===== src/rtl/lift_call_scheduler.sv =====
// Collects hall and cab calls, picks the next floor with a SCAN (keep-direction) policy,
// hands it to the lift over valid/ready, then holds the doors open after arrival.
module lift_call_scheduler #(
   parameter int NUM_FLOORS = 8,
   parameter int FW         = 3,
   parameter int DWELL      = 4
) (
   input  logic                  clk,
   input  logic                  rst,
   input  logic [NUM_FLOORS-1:0] hall_req,
   input  logic [NUM_FLOORS-1:0] cab_req,
   input  logic [FW-1:0]         elev_f,
   input  logic                  busy_i,
   output logic [FW-1:0]         tgt_f,
   output logic                  tgt_vld,
   input  logic                  tgt_rdy,
   output logic [NUM_FLOORS-1:0] pending_o,
   output logic                  dir_o,
   output logic                  door_open
);

   localparam int CW = (DWELL > 1) ? $clog2(DWELL) : 1;

   typedef enum logic [1:0] {
      IDLE  = 2'd0,
      ISSUE = 2'd1,
      MOVE  = 2'd2,
      DOOR  = 2'd3
   } state_t;

   state_t                state_r, state_s;
   logic [NUM_FLOORS-1:0] pending_r, clr_s, here_oh_s;
   logic                  here_s;
   logic                  dir_r, dir_s;
   logic [FW-1:0]         tgt_r, tgt_s;
   logic [CW-1:0]         cnt_r, cnt_s;
   logic                  tgt_vld_r, door_open_r;
   logic [FW-1:0]         up_f_s, dn_f_s;
   logic                  up_hit_s, dn_hit_s;

   // Out-of-range floor numbers map to an all-zero vector, i.e. no floor match.
   function automatic logic [NUM_FLOORS-1:0] floor_onehot(input logic [FW-1:0] f);
      logic [NUM_FLOORS-1:0] oh;
      for (int i = 0; i < NUM_FLOORS; i++) begin
         oh[i] = (FW'(i) == f);
      end
      return oh;
   endfunction

   assign here_oh_s = floor_onehot(elev_f);
   assign here_s    = |(pending_r & here_oh_s);

   // Nearest pending call above (lowest) and below (highest) the current floor.
   always_comb begin
      up_hit_s = 1'b0;
      up_f_s   = {FW{1'b0}};
      dn_hit_s = 1'b0;
      dn_f_s   = {FW{1'b0}};
      for (int i = NUM_FLOORS - 1; i >= 0; i--) begin
         if (pending_r[i] && (FW'(i) > elev_f)) begin
            up_hit_s = 1'b1;
            up_f_s   = FW'(i);
         end else begin
            up_hit_s = up_hit_s;
         end
      end
      for (int i = 0; i < NUM_FLOORS; i++) begin
         if (pending_r[i] && (FW'(i) < elev_f)) begin
            dn_hit_s = 1'b1;
            dn_f_s   = FW'(i);
         end else begin
            dn_hit_s = dn_hit_s;
         end
      end
   end

   // Next-state, target selection and served-call clearing.
   always_comb begin
      state_s = state_r;
      dir_s   = dir_r;
      tgt_s   = tgt_r;
      cnt_s   = cnt_r;
      clr_s   = {NUM_FLOORS{1'b0}};
      case (state_r)
         IDLE: begin
            if (here_s) begin
               state_s = DOOR;
               cnt_s   = CW'(DWELL - 1);
               clr_s   = here_oh_s;
            end else if (pending_r != {NUM_FLOORS{1'b0}}) begin
               state_s = ISSUE;
               if (dir_r) begin
                  if (up_hit_s) begin
                     tgt_s = up_f_s;
                  end else begin
                     tgt_s = dn_f_s;
                     dir_s = 1'b0;
                  end
               end else begin
                  if (dn_hit_s) begin
                     tgt_s = dn_f_s;
                  end else begin
                     tgt_s = up_f_s;
                     dir_s = 1'b1;
                  end
               end
            end else begin
               state_s = IDLE;
            end
         end
         ISSUE: begin
            if (tgt_rdy) begin
               state_s = MOVE;
            end else begin
               state_s = ISSUE;
            end
         end
         MOVE: begin
            if ((elev_f == tgt_r) && !busy_i) begin
               state_s = DOOR;
               cnt_s   = CW'(DWELL - 1);
               clr_s   = floor_onehot(tgt_r);
            end else begin
               state_s = MOVE;
            end
         end
         DOOR: begin
            // A call at the floor while the doors are open counts as served.
            clr_s = here_oh_s;
            if (cnt_r == {CW{1'b0}}) begin
               state_s = IDLE;
            end else begin
               cnt_s = cnt_r - CW'(1);
            end
         end
         default: begin
            state_s = IDLE;
         end
      endcase
   end

   // State, pending calls and registered handshake/door outputs.
   always_ff @(posedge clk) begin
      if (rst) begin
         state_r     <= IDLE;
         pending_r   <= {NUM_FLOORS{1'b0}};
         dir_r       <= 1'b1;
         tgt_r       <= {FW{1'b0}};
         cnt_r       <= {CW{1'b0}};
         tgt_vld_r   <= 1'b0;
         door_open_r <= 1'b0;
      end else begin
         state_r     <= state_s;
         pending_r   <= (pending_r | hall_req | cab_req) & ~clr_s;
         dir_r       <= dir_s;
         tgt_r       <= tgt_s;
         cnt_r       <= cnt_s;
         tgt_vld_r   <= (state_s == ISSUE);
         door_open_r <= (state_s == DOOR);
      end
   end

   assign tgt_f     = tgt_r;
   assign tgt_vld   = tgt_vld_r;
   assign pending_o = pending_r;
   assign dir_o     = dir_r;
   assign door_open = door_open_r;

endmodule


===== config.mk =====
export PLATFORM = sky130hd
export DESIGN_NAME = lift_call_scheduler
export DESIGN_NICKNAME = d
export VERILOG_FILES = /design/src/rtl/lift_call_scheduler.sv
export SDC_FILE = /design/constraint.sdc
export NUM_CORES = 1
export LEC_CHECK = 0
export CORE_UTILIZATION = 51
export DETAILED_ROUTE_END_ITERATION = 16
export MAX_ROUTING_LAYER = met4
export PLACE_DENSITY = 0.84
export SLEW_MARGIN = 20
export SYNTH_ARGS = -nofsm -noshare
export SYNTH_HDL_FRONTEND = slang
export SYNTH_SLANG_ARGS = --single-unit

===== constraint.sdc =====
create_clock -name clk -period 4.83 [get_ports clk]
set_clock_uncertainty 0.15 [all_clocks]
set_input_delay 0.7245 -clock clk [delete_from_list [all_inputs] [get_ports clk]]
set_output_delay 0.7245 -clock clk [all_outputs]
set_load 0.01 [all_outputs]

==> summary.txt, run 1 <==
Worst setup path
  – Critical path endpoint category: register
  – Worst path cell trace: clkdlybuf4s50_1, mux4_2, and2_4, a221oi_4, o21ai_2, and2_4, a2111oi_2
  – R2r setup slk: ~2.5 ns
  – CP delay by family, top: buffers and inverters
  – CP Data Arrival Time: 3.35 ns
  – Most used cell along the critical path: and2_4
  – RR Endpoint: pending_o[1]$_SDFF_PP0_
  – Setup crit start kind: input port
  – Worst R2R Start: pending_o[3]$_SDFF_PP0_
  – CP max FO: 21
  – Worst path buffer plus inverter count: 1
  – WS Path Type: in -> reg
  – Worst Reg2Reg Path Length in Cells: 6
  – Worst path required time: just under 5 ns
  – Slowest-stage cell, CP: clkdlybuf4s50_1
  – Slowest stage delay, CP: 0.93 ns

Placed design
  – Port bufs: 36
  – Hpwl dp: around 2800 um
  – Routability cong.: 0.9681
  – Worst slack at placement: between 1 and 1.5 ns
  – DP Area: ~1700 um2

STA
  – Worst slew pin tran: about 0.72 ns
  – Setup TNS: 0 ns
  – Period utilization: 68.26%
  – Final Critical Period: 3.297 ns
  – Worst setup margin: 1.533 ns
  – RSZ-0062 raised after global routing: no
  – Rel. slew slack: 52.16%
  – Final Hold Fails: 0
  – Final setup viols: 0
  – Max frequency: between 0.3 and 0.4 GHz
  – Final Max Tran Viols: 0

Clock network
  – Hold buffers post-CTS: 0
  – Cts repair resizes: 0
  – Clock Sinks: 18
  – CTS H-tree lvls: 1
  – TritonCTS Buffers: 3
  – CTS max path bufs: 2
  – Worst-Skew Late Latency: roughly 0.3 ns
  – TritonCTS clock tree: yes
  – Post-CTS Repair Setup Buffers: 0
  – Clock Tree Root: clkbuf_4
  – Clk slew on worst S/H paths: about 0.11 ns

Logic synthesis
  – Synth top cells by count: nor2_1 (20), dfxtp_1 (18), a21oi_1 (13)
  – Yosys Warn Count: 0
  – Syn avg cell area: approximately 7.5 um2
  – Top cell type's share of synthesized area: between 20% and 30%
  – Area contributors post-synth: dfxtp_1 (27%), nor2_1 (5.6%), a21oi_1 (4.9%)
  – FFs w/ async S/R, synth: 0%
  – Synthesis-stage register bit count: 18
  – Count leader, synth: nor2_1
  – Syn nets: around 200
  – EDFF count, synth: 0
  – Syn Inst Count: about 180
  – Post-Syn Area: 1330 um2
  – Primary FF master, synth: dfxtp_1
  – Distinct cells, synth: between 40 and 50
  – Yosys top cell by area: dfxtp_1
  – Sequential area share after synthesis: between 20% and 30%

Floorplanning
  – IO Pins: 37
  – Die height: roughly 53 um
  – Initial core utilization: between 50 and 60%
  – Core Rows: 18
  – Core ar.: between 2000 and 2500 um2
  – Die area: between 2000 and 3000 um2
  – Die width: around 53 um

Cells and area
  – Share of layout cells above drive strength 1: under 10%
  – Area Overhead vs Synth: 29.07%
  – Finished Cell Area: approximately 1700 um2
  – # nets final: 232
  – Fillers: 202
  – N_diodes: 0

Global route
  – Grt ovf: 0
  – Initial antenna violation count: 0
  – First-pass GRT wire length: slightly above 6000 um
  – GRT Util Overall: 30.17%
  – Vias in the first global route: between 1,000 and 1,500
  – Largest net degree at the start of global routing: 22

Job
  – Maxcap violations: 0

Route
  – Vias per cell: between 6 and 7
  – Antenna viol nets, final: 0
  – Drt drc: 0
  – DR iter-0 viols: 93
  – Drt pass-1 iters: 4
  – Vias: roughly 1,500
  – Routed length per placed instance: roughly 16 um
  – Detailed Route WL: about 3700 um

Pwr
  – VDD IR-drop max: between 0.0003 and 0.0004 V
  – Pwr/cell area: about 270 nW/um2
  – Leakage: about 0.63 nW

Min path
  – Hold Path Class: reg -> reg
  – Worst hold start: cnt_r[0]$_SDFFE_PP0P_
  – Hold path endpoint: cnt_r[0]$_SDFFE_PP0P_
  – Hold path depth: 1

Status
  – Status: finished, final reports clean
## routing by layer
metal / track usage, % / vias to the layer above / share of wire, % / wire [um]
li1: - / 716 / - / -
met2: 46.41 / 91 / 47 / 1749
met5: - / - / 0 / 0
met3: 6.609 / 6 / 9.5 / 353
met4: 7.895 / 0 / 0.94 / 35
met1: 39.76 / 656 / 43 / 1587
## power by group
| group | total, W | switching, W | internal, W |
|---|---|---|---|
| sequential | 0.000198 | 0.0000309 | 0.000167 |
| combinational | 0.000173 | 0.0000836 | 0.0000892 |
| clock | 0.0000957 | 0.0000497 | 0.0000460 |
| total | 0.000467 | 0.000164 | 0.000302 |
## placed cells by master (no fill, tap or decap), drive strengths merged, types with 3 or more instances in the layout
cell type      netlist  routed
nand2               10      10
nor4                 3       3
nand4                3       3
a2111oi              3       3
nor3                12      12
nand2b               6       6
nor2                20      20
inv                 12      12
a211oi               4       4
a31oi                7       7
clkbuf               7       4
o21ai                9       9
a21oi               13      13
clkdlybuf4s50        0      36
dfxtp               18      18
nand3                5       5
## cells by family after synthesis
kind of cell | after synthesis | share of synthesized area (%)
flip-flops | 18 | 27.09
multiplexers | 3 | 3.198
XOR/XNOR | 3 | 1.976
AND/OR/NAND/NOR | 72 | 28.03
buffers and inverters | 25 | 8.090
AO/OA/AOI/OAI | 56 | 30.67
adder cells (fa/ha/maj) | 1 | 0.9406
## cell type report
type,instances,area [um2],share of cell area (%)
timing repair buffer,38,375.4,21.87
tap,30,37.54,2.187
multi-input combinational,135,862.1,50.22
sequential,18,360.3,20.99
clock buffer,4,36.28,2.114
inverter,12,45.04,2.624
## worst max path at each step
stage | from | to | slack [ns] | cells past startpoint
after floorplan | elev_f[0] | pending_o[1]$_SDFF_PP0_ | 2.41 | 6
after global placement | elev_f[0] | pending_o[1]$_SDFF_PP0_ | 1.34 | 7
after detailed placement | elev_f[0] | pending_o[1]$_SDFF_PP0_ | 1.24 | 7
after CTS | elev_f[0] | pending_o[1]$_SDFF_PP0_ | 1.53 | 7
after global routing | elev_f[0] | pending_o[1]$_SDFF_PP0_ | 1.39 | 7
final | elev_f[0] | pending_o[1]$_SDFF_PP0_ | 1.53 | 7
## worst reg2reg max path, cell delays in order (launching register included)
cell	delay, ns
dfxtp_1	0.44
mux4_2	0.50
and2_4	0.18
a221oi_4	0.28
o21ai_2	0.15
and2_4	0.20
a2111oi_2	0.30
## through the flow
stage	power, W	util, %	std cells	hold slack, ns
2_1_floorplan	0.0003027	-	178	0.2930
3_3_place_gp	0.0003649	67.83	233	0.3056
3_5_place_dp	0.0003712	67.83	233	0.3266
4_1_cts	0.0004648	69.29	237	0.3444
5_1_grt	0.0004940	69.29	237	0.3873
6_report	0.0004665	69.29	237	0.3450
## sequential cells by signal, indices dropped and copies added, names as in the netlist
register	cells
tgt_f	3
dir_o	1
pending_o	8
cnt_r	2
tgt_vld	1
state_r	2
door_open	1
Note: power is estimated with default switching activity, not from simulation.
==> inputs of run 2 (changes only) <==
--- a/config.mk
+++ b/config.mk
@@ -5,10 +5,10 @@
 export SDC_FILE = /design/constraint.sdc
 export NUM_CORES = 1
 export LEC_CHECK = 0
-export CORE_UTILIZATION = 51
+export CORE_UTILIZATION = 43
 export DETAILED_ROUTE_END_ITERATION = 16
 export MAX_ROUTING_LAYER = met4
-export PLACE_DENSITY = 0.84
+export PLACE_DENSITY = 0.76
 export SLEW_MARGIN = 20
 export SYNTH_ARGS = -nofsm -noshare
 export SYNTH_HDL_FRONTEND = slang
==> constraint.sdc (replaced) <==
create_clock -name clk -period 2.85 [get_ports clk]
set_clock_uncertainty 0.15 [all_clocks]
set_input_delay 0.4275 -clock clk [delete_from_list [all_inputs] [get_ports clk]]
set_output_delay 0.4275 -clock clk [all_outputs]
set_load 0.01 [all_outputs]
==> summary.txt, run 2 (synthesis gave the netlist of run 1 again) <==
Status
  – Status: complete, but fails checks (was finished, final reports clean)
  – Failing checks: DRC

STA
  – Final setup viols: 0 (unchanged)
  – Rel. slew slack: 63.71% (was 52.16%)
  – Final Hold Fails: 0 (unchanged)
  – Final Critical Period: approximately 2.4 ns
  – Period utilization: roughly 86%
  – Setup TNS: 0 ns (unchanged)
  – Max frequency: 0.4082 GHz
  – Final Max Tran Viols: 0 (unchanged)
  – RSZ-0062 raised after global routing: no (unchanged)
  – Worst slew pin tran: 0.5426 ns (was 0.7153 ns)

Floorplanning
  – Initial core utilization: 46.62% (was 53.69%)
  – Core Rows: 19 (was 18)
  – Die height: 57.62 um (was 53.07 um)
  – Core ar.: 2853 um2 (was 2477 um2)
  – IO Pins: 37 (unchanged)
  – Die width: 57.62 um (was 53.07 um)
  – Die area: 3319 um2 (was 2816 um2)

Worst setup path
  – Worst path required time: 2.91 ns (was 4.88 ns)
  – CP Data Arrival Time: 2.51 ns (was 3.35 ns)
  – WS Path Type: in -> reg (unchanged)
  – Setup crit start kind: input port (unchanged)
  – R2r setup slk: 0.59 ns (was 2.54 ns)
  – CP max FO: 5 (was 21)
  – Worst Reg2Reg Path Length in Cells: 6 (unchanged)
  – Critical path endpoint category: register (unchanged)

Cells and area
  – # nets final: 238 (was 232)
  – N_diodes: 0 (unchanged)
  – Most frequent cells in the layout: clkdlybuf4s50_1 (36), nor2_1 (20), dfxtp_1 (18), a21oi_1 (13) (unchanged)
  – Multi-input gate area: 862.1 um2 (unchanged)
  – Fin cells: 244 (was 237)
  – Finished Cell Area: 1763 um2 (was 1717 um2)
  – Max FFs per register: 8 (unchanged)
  – Fillers: 259 (was 202)
  – Share of layout cells above drive strength 1: 10.80% (was 8.213%)
  – Area Overhead vs Synth: 32.55% (was 29.07%)
  – Commonest non-fill, non-tap cell in the layout: clkdlybuf4s50_1 (unchanged)
  – FF/Latch Area: 360.3 um2 (unchanged)

Global route
  – First-pass GRT wire length: 6513 um (was 6085 um)
  – Initial antenna violation count: 0 (unchanged)
  – Grt ovf: 0 (unchanged)
  – GRT Util Overall: 26.51% (was 30.17%)
  – Largest net degree at the start of global routing: 21 (was 22)
  – Vias in the first global route: 1,391 (was 1,330)

Clock network
  – CTS max path bufs: 2 (unchanged)
  – Clock Sinks: 18 (unchanged)
  – CTS H-tree lvls: 1 (unchanged)
  – Worst-Skew Late Latency: 0.30 ns (about the same)
  – TritonCTS clock tree: yes (unchanged)
  – Post-CTS Repair Setup Buffers: 0 (unchanged)
  – Clock Tree Root: clkbuf_4 (unchanged)
  – Cts repair resizes: 0 (unchanged)
  – Clk slew on worst S/H paths: 0.10 ns (was 0.11 ns)
  – Hold buffers post-CTS: 0 (unchanged)
  – TritonCTS Buffers: 3 (unchanged)

Route
  – Vias per cell: 6.201 (was 6.198)
  – Antenna viol nets, final: 0 (unchanged)
  – Drt drc: 2 (was 0)
  – DR iter-0 viols: 76 (was 93)
  – Vias: 1,513 (was 1,469)
  – Routed length per placed instance: 15.88 um (was 15.72 um)
  – Detailed Route WL: 3874 um (was 3725 um)
  – Drt pass-1 iters: 10 (was 4)

Placed design
  – Port bufs: 36 (unchanged)
  – DP Area: 1727 um2 (was 1680 um2)
  – Hpwl dp: 2906 um (was 2778 um)
  – Placed cells: 240 (was 233)
  – Routability cong.: 0.8985 (was 0.9681)

Pwr
  – Leakage: 0.6611 nW (was 0.6329 nW)
  – Pwr/cell area: 450.9 nW/um2 (was 271.8 nW/um2)
  – VDD IR-drop max: 0.0003819 V (was 0.0003627 V)

Min path
  – Hold path depth: 1 (unchanged)
  – Hold Path Class: reg -> reg (unchanged)

Job
  – Maxcap violations: 0 (unchanged)
-- run 2: cell types whose count changed in the layout (fill, tap and decap cells not counted), sizes merged --
cell,previous run,this run
buf,2,8
-- run 2: metrics by stage --
stage / utilization [%] / power, W / hold WS [ns] / setup WS (ns)
final: 61.80 / 0.0007948 / 0.3277 / 0.4005
after global routing: 61.80 / 0.0008475 / 0.3527 / 0.3101
after CTS: 61.80 / 0.0007921 / 0.3271 / 0.4004
after detailed placement: 60.53 / 0.0006365 / 0.3073 / 0.09478
after global placement: 60.53 / 0.0006276 / 0.3122 / 0.09584
after floorplan: - / 0.0005130 / 0.2930 / 0.7126
-- run 2: cell type report --
| class | instances | area share [%] |
|---|---|---|
| Multi-Input combinational cell | 135 | 48.90 |
| Timing Repair Buffer | 44 | 23.85 |
| Sequential cell | 18 | 20.44 |
| Inverter | 12 | 2.555 |
| Tap cell | 31 | 2.200 |
| Clock buffer | 4 | 2.058 |
-- run 2: layer usage --
metal | part of all wire [%] | vias up | track usage [%]
met2 | 47 | 70 | 42.36
met5 | 0 | - | -
met1 | 44 | 708 | 32.87
met4 | 1.0 | 0 | 9.408
li1 | - | 731 | -
met3 | 7.6 | 4 | 6.027
-- run 2: worst paths after layout --
path,from,end
worst max register to register,pending_o[3]$_SDFF_PP0_,pending_o[1]$_SDFF_PP0_
worst min-delay path,cnt_r[0]$_SDFFE_PP0P_,cnt_r[0]$_SDFFE_PP0P_
worst min register to register,cnt_r[0]$_SDFFE_PP0P_,cnt_r[0]$_SDFFE_PP0P_
worst max-delay path,elev_f[0],pending_o[1]$_SDFF_PP0_
-- run 2: critical path, stage by stage --
cell and delay, ns:
clkdlybuf4s50_1 0.51, mux4_2 0.50, and2_4 0.18, a221oi_4 0.27, o21ai_2 0.16, and2_4 0.20
a2111oi_2 0.27
-- run 2: power by group --
part	internal (W)	switching, W
registers	0.000283	0.0000533
logic	0.000156	0.000144
clock network	0.0000780	0.0000804
total	0.000518	0.000277
==> inputs of run 3 (changes only) <==
--- a/config.mk
+++ b/config.mk
@@ -5,6 +5,7 @@
 export SDC_FILE = /design/constraint.sdc
 export NUM_CORES = 1
 export LEC_CHECK = 0
+export ABC_CLOCK_PERIOD_IN_PS = 2850
 export CORE_UTILIZATION = 43
 export DETAILED_ROUTE_END_ITERATION = 16
 export MAX_ROUTING_LAYER = met4
==> results of run 3 <==
Final layout, timing and power as in run 2 (identical DEF).
